===== config.mk =====
export PLATFORM = sky130hd
export DESIGN_NAME = packet_status_table
export DESIGN_NICKNAME = d
export VERILOG_FILES = /design/src/rtl/packet_status_table_pkg.sv /design/src/rtl/packet_status_table_tag_ring_ptr.sv /design/src/rtl/packet_status_table.sv
export SDC_FILE = /design/constraint.sdc
export NUM_CORES = 1
export LEC_CHECK = 0
export CORE_ASPECT_RATIO = 1.25
export CORE_UTILIZATION = 40
export CTS_CLUSTER_SIZE = 12
export DETAILED_ROUTE_END_ITERATION = 8
export GPL_ROUTABILITY_DRIVEN = 0
export GPL_TIMING_DRIVEN = 0
export PLACE_DENSITY_LB_ADDON = 0.15
export SLEW_MARGIN = 20
export SYNTH_ARGS = -nofsm -noshare
export SYNTH_HDL_FRONTEND = slang
export SYNTH_SLANG_ARGS = --single-unit
export TNS_END_PERCENT = 20

===== constraint.sdc =====
create_clock -name clk -period 2.17 [get_ports clk]
set_clock_uncertainty 0.2 [all_clocks]
set_input_delay 0.5425 -clock clk [delete_from_list [all_inputs] [get_ports clk]]
set_output_delay 0.5425 -clock clk [all_outputs]
set_load 0.02 [all_outputs]

===== src/rtl/packet_status_table_pkg.sv =====
// Shared definitions for the reorder-tag status table and the circular buffer that consumes it.
// Status encodings and the tag-pointer wrap helper live here so both sides stay in step.
package packet_status_table_pkg;

    localparam int DEF_TAG_WIDTH = 6;
    localparam int DEF_SIZE      = 3;

    typedef enum logic [1:0] {
        PENDING  = 2'b00,
        REJECTED = 2'b01,
        ACCEPTED = 2'b11
    } pkt_status_e;

    // Increment modulo size; size need not be a power of two.
    function automatic logic [31:0] wrap_inc(input logic [31:0] val, input logic [31:0] size);
        logic [31:0] nxt;
        if (val >= size - 32'd1) begin
            nxt = 32'd0;
        end else begin
            nxt = val + 32'd1;
        end
        return nxt;
    endfunction

endpackage


===== src/rtl/packet_status_table_tag_ring_ptr.sv =====
// Modulo-SIZE ring pointer with an advance enable; used for the allocation and head pointers.
module tag_ring_ptr
    import packet_status_table_pkg::*;
#(
    parameter int W    = DEF_TAG_WIDTH,
    parameter int SIZE = DEF_SIZE
) (
    input  logic         clk,
    input  logic         rst,
    input  logic         en_i,
    output logic [W-1:0] ptr_o
);

    logic [W-1:0] ptr_q;
    logic [W-1:0] ptr_d;

    // Next pointer value: wrap-advance when enabled, otherwise hold
    always_comb begin
        ptr_d = ptr_q;
        if (en_i) begin
            ptr_d = W'(wrap_inc(32'(ptr_q), 32'(SIZE)));
        end else begin
            ptr_d = ptr_q;
        end
    end

    // Pointer register with synchronous reset
    always_ff @(posedge clk) begin
        if (rst) begin
            ptr_q <= {W{1'b0}};
        end else begin
            ptr_q <= ptr_d;
        end
    end

    assign ptr_o = ptr_q;

endmodule


===== src/rtl/packet_status_table.sv =====
// Reorder-tag allocator and verdict table feeding the circular buffer's drain side.
// Tags are granted in order, verdicts are stored per tag, and slots return to PENDING on release.
module packet_status_table
    import packet_status_table_pkg::*;
#(
    parameter int TAG_WIDTH            = DEF_TAG_WIDTH,
    parameter int CIRCULAR_BUFFER_SIZE = DEF_SIZE,
    localparam int OCC_W               = $clog2(CIRCULAR_BUFFER_SIZE + 1)
) (
    input  logic                 clk,
    input  logic                 rst,
    input  logic                 alloc_req,
    output logic                 alloc_grant,
    output logic [TAG_WIDTH-1:0] alloc_tag,
    output logic                 table_full,
    input  logic                 verdict_valid,
    input  logic [TAG_WIDTH-1:0] verdict_tag,
    input  logic                 verdict_accept,
    input  logic [TAG_WIDTH-1:0] reorder_tag_out,
    output logic [1:0]           packet_status,
    input  logic                 release_valid,
    input  logic [TAG_WIDTH-1:0] release_tag,
    output logic [OCC_W-1:0]     occupancy,
    output logic                 err
);

    localparam int SIZE = CIRCULAR_BUFFER_SIZE;

    pkt_status_e          status_q [SIZE];
    pkt_status_e          status_d [SIZE];
    logic [SIZE-1:0]      in_use_q;
    logic [SIZE-1:0]      in_use_d;
    logic [OCC_W-1:0]     occ_q;
    logic [OCC_W-1:0]     occ_d;
    logic                 err_q;
    logic                 err_d;

    logic [TAG_WIDTH-1:0] alloc_ptr_s;
    logic [TAG_WIDTH-1:0] head_ptr_s;
    logic                 grant_s;
    logic                 verdict_legal_s;
    logic                 release_legal_s;
    pkt_status_e          lookup_status_s;

    // Full is judged on registered occupancy, so a same-cycle release never frees a grant.
    assign table_full = (occ_q == OCC_W'(SIZE));
    assign grant_s    = alloc_req & ~table_full;

    tag_ring_ptr #(.W(TAG_WIDTH), .SIZE(SIZE)) u_alloc_ptr (
        .clk   (clk),
        .rst   (rst),
        .en_i  (grant_s),
        .ptr_o (alloc_ptr_s)
    );

    tag_ring_ptr #(.W(TAG_WIDTH), .SIZE(SIZE)) u_head_ptr (
        .clk   (clk),
        .rst   (rst),
        .en_i  (release_legal_s),
        .ptr_o (head_ptr_s)
    );

    // Legality of verdict/release and the lookup read, all against pre-edge slot state
    always_comb begin
        verdict_legal_s = 1'b0;
        release_legal_s = 1'b0;
        lookup_status_s = PENDING;
        for (int i = 0; i < SIZE; i++) begin
            if (verdict_tag == TAG_WIDTH'(i)) begin
                verdict_legal_s = verdict_valid & in_use_q[i] & (status_q[i] == PENDING);
            end else begin
                verdict_legal_s = verdict_legal_s;
            end
            if (head_ptr_s == TAG_WIDTH'(i)) begin
                release_legal_s = release_valid & (release_tag == head_ptr_s)
                                & in_use_q[i] & (status_q[i] != PENDING);
            end else begin
                release_legal_s = release_legal_s;
            end
            if ((reorder_tag_out == TAG_WIDTH'(i)) && in_use_q[i]) begin
                lookup_status_s = status_q[i];
            end else begin
                lookup_status_s = lookup_status_s;
            end
        end
    end

    // Slot, occupancy and error next-state
    always_comb begin
        in_use_d = in_use_q;
        for (int i = 0; i < SIZE; i++) begin
            status_d[i] = status_q[i];
        end
        for (int i = 0; i < SIZE; i++) begin
            if (release_legal_s && (head_ptr_s == TAG_WIDTH'(i))) begin
                in_use_d[i] = 1'b0;
                status_d[i] = PENDING;
            end else begin
                in_use_d[i] = in_use_d[i];
            end
            if (grant_s && (alloc_ptr_s == TAG_WIDTH'(i))) begin
                in_use_d[i] = 1'b1;
                status_d[i] = PENDING;
            end else begin
                in_use_d[i] = in_use_d[i];
            end
            if (verdict_legal_s && (verdict_tag == TAG_WIDTH'(i))) begin
                status_d[i] = verdict_accept ? ACCEPTED : REJECTED;
            end else begin
                status_d[i] = status_d[i];
            end
        end
        err_d = err_q | (verdict_valid & ~verdict_legal_s) | (release_valid & ~release_legal_s);
        case ({grant_s, release_legal_s})
            2'b10:   occ_d = occ_q + OCC_W'(1'b1);
            2'b01:   occ_d = occ_q - OCC_W'(1'b1);
            default: occ_d = occ_q;
        endcase
    end

    // State registers; reset discards every slot and ignores same-cycle events
    always_ff @(posedge clk) begin
        if (rst) begin
            for (int i = 0; i < SIZE; i++) begin
                status_q[i] <= PENDING;
            end
            in_use_q <= {SIZE{1'b0}};
            occ_q    <= {OCC_W{1'b0}};
            err_q    <= 1'b0;
        end else begin
            for (int i = 0; i < SIZE; i++) begin
                status_q[i] <= status_d[i];
            end
            in_use_q <= in_use_d;
            occ_q    <= occ_d;
            err_q    <= err_d;
        end
    end

    assign alloc_grant   = grant_s;
    assign alloc_tag     = alloc_ptr_s;
    assign packet_status = lookup_status_s;
    assign occupancy     = occ_q;
    assign err           = err_q;

endmodule


; ---- Word-level counts from Yosys, hierarchy flattened
; Memories as Yosys holds them, arrays and structs flattened.
; Index checks and enable logic that the tools add are counted.
[totals]
reg_bits = 18
ram_bits = 6
in_bits = 24
mem_count = 1
[op_classes]
n_addsub = 4
order_cmp = 2
eq_ne = 12
n_mux = 34
n_bitwise = 24
n_reduce_logical = 26
[mem_list]
columns = name, depth, width, read_ports, rd_ports_with_merged_regs, wr, line_no
row1 = status_q, 3, 2, 3, 0, 3, packet_status_table.sv:29  ; pkt_status_e status_q [SIZE];
[op_table]
columns = op, n
row1 = $mux W2, 16
row2 = $eq A6 B1 Y1 const B, 4
row3 = $eq A6 B2 Y1 const B, 4
row4 = $logic_not A6 Y1, 4
row5 = $and A1 B1 Y1, 16
row6 = $mux W1, 15
row7 = $reduce_bool A2 Y1, 7
row8 = $add A6 B1 Y6 const B, 2
row9 = $ge A6 B2 Y1 const B, 2
row10 = $logic_and A1 B1 Y1, 12
row11 = $mux W6, 2
row12 = $eq A6 B6 Y1, 1
row13 = $logic_not A2 Y1, 3
row14 = $or A1 B1 Y1, 5
row15 = $eq A2 B2 Y1 const B, 2
row16 = $pmux W2 S2, 1
row17 = $not A1 Y1, 3
row18 = $add A2 B1 Y2 const B, 1
row19 = $eq A2 B1 Y1 const B, 1
row20 = $sub A2 B1 Y2 const B, 1

; ---- Longest topological paths before layout
[logic_depth]
word_depth = 12
mapped_depth = 9
depth_no_buf = 9

; ---- By module
; From an unflattened synthesis, not the netlist that was laid out.
[hier_totals]
hier_cells = 160
area_unflattened_um2 = 1357.6
[by_module_without_submodules]
columns = module, instances, cells_each, area_each_um2
row1 = packet_status_table, 1, 100, 767.0
row2 = tag_ring_ptr, 2, 30, 295.3

; ---- Worst setup path after synthesis
; No wires, ideal clock.
[synth_path]
kind = register -> register
startpoint = reg u_head_ptr.ptr_q[0], in the netlist u_head_ptr.ptr_o[0]
endpoint = reg occ_q[1], in the netlist occupancy[1]
t_arrival_ns = 2.065
path_slack_ns = -0.166
stages_incl_launch_ff = 9
path_buffers = 0
cell_sequence = dfxtp_1 -> inv_1 -> ha_1 -> o211a_1 -> a211oi_4 -> nor4_1 -> ha_1 -> or3_1 -> a21oi_1
[synth_via]
elab_chain_cells = 9
word_cells_on_any_way = 18
[synth_rtl]
columns = item, line_no
row1 = start: declaration, packet_status_table_tag_ring_ptr.sv:14  ; logic [W-1:0] ptr_q;
row2 = start signal: assignment, packet_status_table_tag_ring_ptr.sv:30  ; ptr_q <= {W{1'b0}};
row3 = start signal: assignment, packet_status_table_tag_ring_ptr.sv:32  ; ptr_q <= ptr_d;
row4 = $eq A6 B6 Y1, packet_status_table.sv:75  ; release_legal_s = release_valid & (release_tag == head_ptr_s)
row5 = $and A1 B1 Y1, packet_status_table.sv:75
row6 = $and A1 B1 Y1 (2 in a row), packet_status_table.sv:76  ; & in_use_q[i] & (status_q[i] != PENDING);
row7 = $mux W1 (2 in a row), packet_status_table.sv:74  ; if (head_ptr_s == TAG_WIDTH'(i)) begin
row8 = $mux W1 *, packet_status_table.sv:74
row9 = $eq A2 B1 Y1 / $eq A2 B2 Y1 (equally long branches), packet_status_table.sv:114  ; case ({grant_s, release_legal_s})
row10 = $pmux W2 S2 / $reduce_bool A2 Y1 (equally long branches), --
row11 = end signal: assignment, packet_status_table.sv:128  ; occ_q <= {OCC_W{1'b0}};
row12 = end: declaration, packet_status_table.sv:33  ; logic [OCC_W-1:0] occ_q;
; Every way passes the cells marked *; elsewhere a longest branch is shown, timed or not.
; A chain may end at the register's enable or synchronous reset.

; ---- Worst setup path after layout
; Ends and elaborated chain as after synthesis.

==> flow_metrics.tcl <==
set metrics [dict create \
    register_area_sq_um 489 \
    drc 0 \
    initialDrtViolationCount 32 \
    cellPowerDensity_mw_per_mm2 448 \
    grt_setup_unrepaired "yes" \
    hold_class "register to register" \
    via_per_inst 5.70 \
    slew_headroom_pct 54.3 \
    end_kind "register" \
    ys_top_cells_by_area "dfxtp_1 33%, ha_1 7.8%, nand3_1 4.2%" \
    fin_nets 248 \
    period_needed_ps 2180 \
    syn_avg_cell_area_sq_um 8.85 \
    route.vias.total 1441 \
    multi_input_area_sq_mm 0.00103 \
    critical_path_class "register to register" \
    rr_endpoint "occupancy[1]$_SDFFE_PP0P_" \
    p_total_uw 937 \
    finalHoldViolCount 0 \
    yosysSeqAreaShare_pct 33.3 \
    clockBufferDepth 2 \
    setup_ws_ps -8.14 \
    synth_common_cells "24 x dfxtp_1, 13 x nor2_1, 12 x nand3_1, 11 x inv_1, 11 x nand2_1" \
    final_area_sq_mm 0.00209 \
    cp-start-kind "register" \
    die_w_um 55.7 \
    crit_fanout 5 \
    ios 37 \
    yosysUniqueCellTypes 46 \
    grt_overflow 0 \
    yosysWarnings 0 \
    grt_pass1_wl_um 6340 \
    yosysTopAreaCellShare_pct 33.3 \
    min_period_over_period_pct 100 \
    crit_end "occupancy[1]$_SDFFE_PP0P_" \
    ys.flop_type "dfxtp_1" \
    grt_usage_pct 20.0 \
    drtAntennaViolNets 0 \
    clock_sinks 24 \
    nFillCells 303 \
    row_count 24 \
    startpoint "u_head_ptr.ptr_o[0]$_SDFFE_PP0N_" \
    portBuffers 35 \
    cts_tree "built" \
    synth_edf_count 0 \
    area_growth_pct 44.9 \
    p_int_uw 698 \
    maxCapViolations 0 \
    root_buffer "clkbuf_8" \
    reg2reg_from "u_head_ptr.ptr_o[0]$_SDFFE_PP0N_" \
    yosysMostFrequentCell "dfxtp_1" \
    max_slew.worst_pin.slew_ps 679 \
    synth_top_area_cell "dfxtp_1" \
    grt_pass1_vias 1462 \
    coreArea_sq_mm 0.00345 \
    dp_slack_ps -790 \
    path_clk_slew_ps 90 \
    worstSkewPairLatency_ps 260 \
    h-tree-depth 1 \
    max_freq_mhz 459 \
    numCtsBuffers 3 \
    reg2reg_setup_slack_ps -8 \
    hpwl_um 2640 \
    synth_area_sq_mm 0.00144 \
    pwr-share-comb_pct 17.6 \
    rr_worst_depth 8 \
    switching_power_uw 238 \
    insertedDiodeCount 0 \
    syn_inst 163 \
    p_seq_share_pct 50.4 \
    initial_core_util_pct 41.8 \
    ir_worst_vdd_uv 338 \
    fp.dieH_um 69.1 \
    grt_max_degree 14 \
    dieArea_sq_mm 0.00385 \
    cts_hold_buf 0 \
    wirelength_um 3720 \
    final_max_slew_viol_count 0 \
    p_sw_share_pct 25.5 \
    wl_per_cell_um 14.7 \
    setup_viol 2 \
    ys_ff_latch 24 \
    violations "negative setup slack" \
    power_frac_clock_pct 32.0 \
    placed_area_sq_mm 0.00189 \
    drive_gt1_share_pct 27.1 \
    postSynth.asyncResetShare_pct 0 \
    firstDrtPassIters 4 \
    setup_tns_ps -14.9 \
    antenna_found_initial 0 \
    worstPathRequired_ps 2160 \
    p_leak_nw 0.780 \
    outcome "finished, violations left" \
    worstPathArrival_ps 2170 \
    synth_fp_nets 196 \
]
-- worst min path at each step --
stage,startpoint,endpoint,slack [ps],depth (start not counted)
after floorplan,status_q[0][4]$_SDFFE_PP0P_,status_q[0][4]$_SDFFE_PP0P_,260,2
after global placement,status_q[0][4]$_SDFFE_PP0P_,status_q[0][4]$_SDFFE_PP0P_,280,2
after detailed placement,status_q[0][4]$_SDFFE_PP0P_,status_q[0][4]$_SDFFE_PP0P_,290,2
after CTS,status_q[0][4]$_SDFFE_PP0P_,status_q[0][4]$_SDFFE_PP0P_,300,2
after global routing,status_q[0][4]$_SDFFE_PP0P_,status_q[0][4]$_SDFFE_PP0P_,340,2
final,status_q[0][4]$_SDFFE_PP0P_,status_q[0][4]$_SDFFE_PP0P_,300,2
-- routing by layer --
metal | vias up | track usage, % | wire (um)
met5 | - | 0 | 0
met4 | 0 | 7.50 | 57
met3 | 6 | 2.63 | 126
met2 | 36 | 37.3 | 1970
met1 | 695 | 22.7 | 1560
li1 | 704 | - | -
-- state kept, by name, summed over array words and instances (netlist names) --
| register | flops |
|---|---|
| status_q | 6 |
| err | 1 |
| occupancy | 2 |
| u_alloc_ptr.ptr_o | 6 |
| u_head_ptr.ptr_o | 6 |
| in_use_q | 3 |
-- through the flow --
stage	std cells	hold WS (ps)	util, %
4_1_cts	250	300	59.2
6_report	253	296	60.5
2_1_floorplan	163	258	-
3_5_place_dp	237	287	54.8
5_1_grt	253	341	60.5
3_3_place_gp	237	285	54.8
-- cells in the final DEF, fill, tap and decap left out, types with 5 or more instances in the layout --
cell type         n
buf_4            12
ha_1              5
o21ai_0           6
nand3_1          12
clkdlybuf4s50_1  18
nor4_1            6
nand2_1          11
inv_1             8
nor2_1           11
clkdlybuf4s15_1   6
dfxtp_1          21
nor3b_1           6
-- power by group through the flow --
stage / Combinational, mW / Sequential, mW / Clock, mW
6_report: 0.165 / 0.472 / 0.300
5_1_grt: 0.181 / 0.474 / 0.327
4_1_cts: 0.159 / 0.471 / 0.310
2_1_floorplan: 0.0665 / 0.487 / 0
3_3_place_gp: 0.153 / 0.478 / 0
3_5_place_dp: 0.156 / 0.480 / 0
-- timing repair --
item | 4_1_cts | 5_1_grt
pin swaps | 16 | 6
gates resized for setup | 54 | 12
setup endpoints to repair | 22 | 11
setup buffers | 9 | 3
-- worst max-delay path, stage by stage (launching register included) --
cell     delay [ps]
dfxtp_4         380
inv_4            50
ha_2            220
inv_2            70
nor2_1           80
nor4_2          290
ha_2            320
or3_4           390
a21oi_2         120
-- layout make-up --
cell class / instances / area share, %
Timing Repair Buffer: 47 / 19.7
Buffer: 2 / 0.359
Inverter: 12 / 2.39
Sequential cell: 24 / 23.4
Multi-Input combinational cell: 125 / 49.2
Clock buffer: 4 / 2.63
Tap cell: 39 / 2.33
-- kinds of logic after synthesis --
logic type,after synthesis,share of synthesized area [%]
AO/OA/AOI/OAI,34,17.6
XOR/XNOR,8,4.86
adder cells (fa/ha/maj),9,7.81
buffers and inverters,14,3.64
flip-flops,24,33.3
multiplexers,2,1.56
AND/OR/NAND/NOR,72,31.2
(Power assumes the default switching activity.)
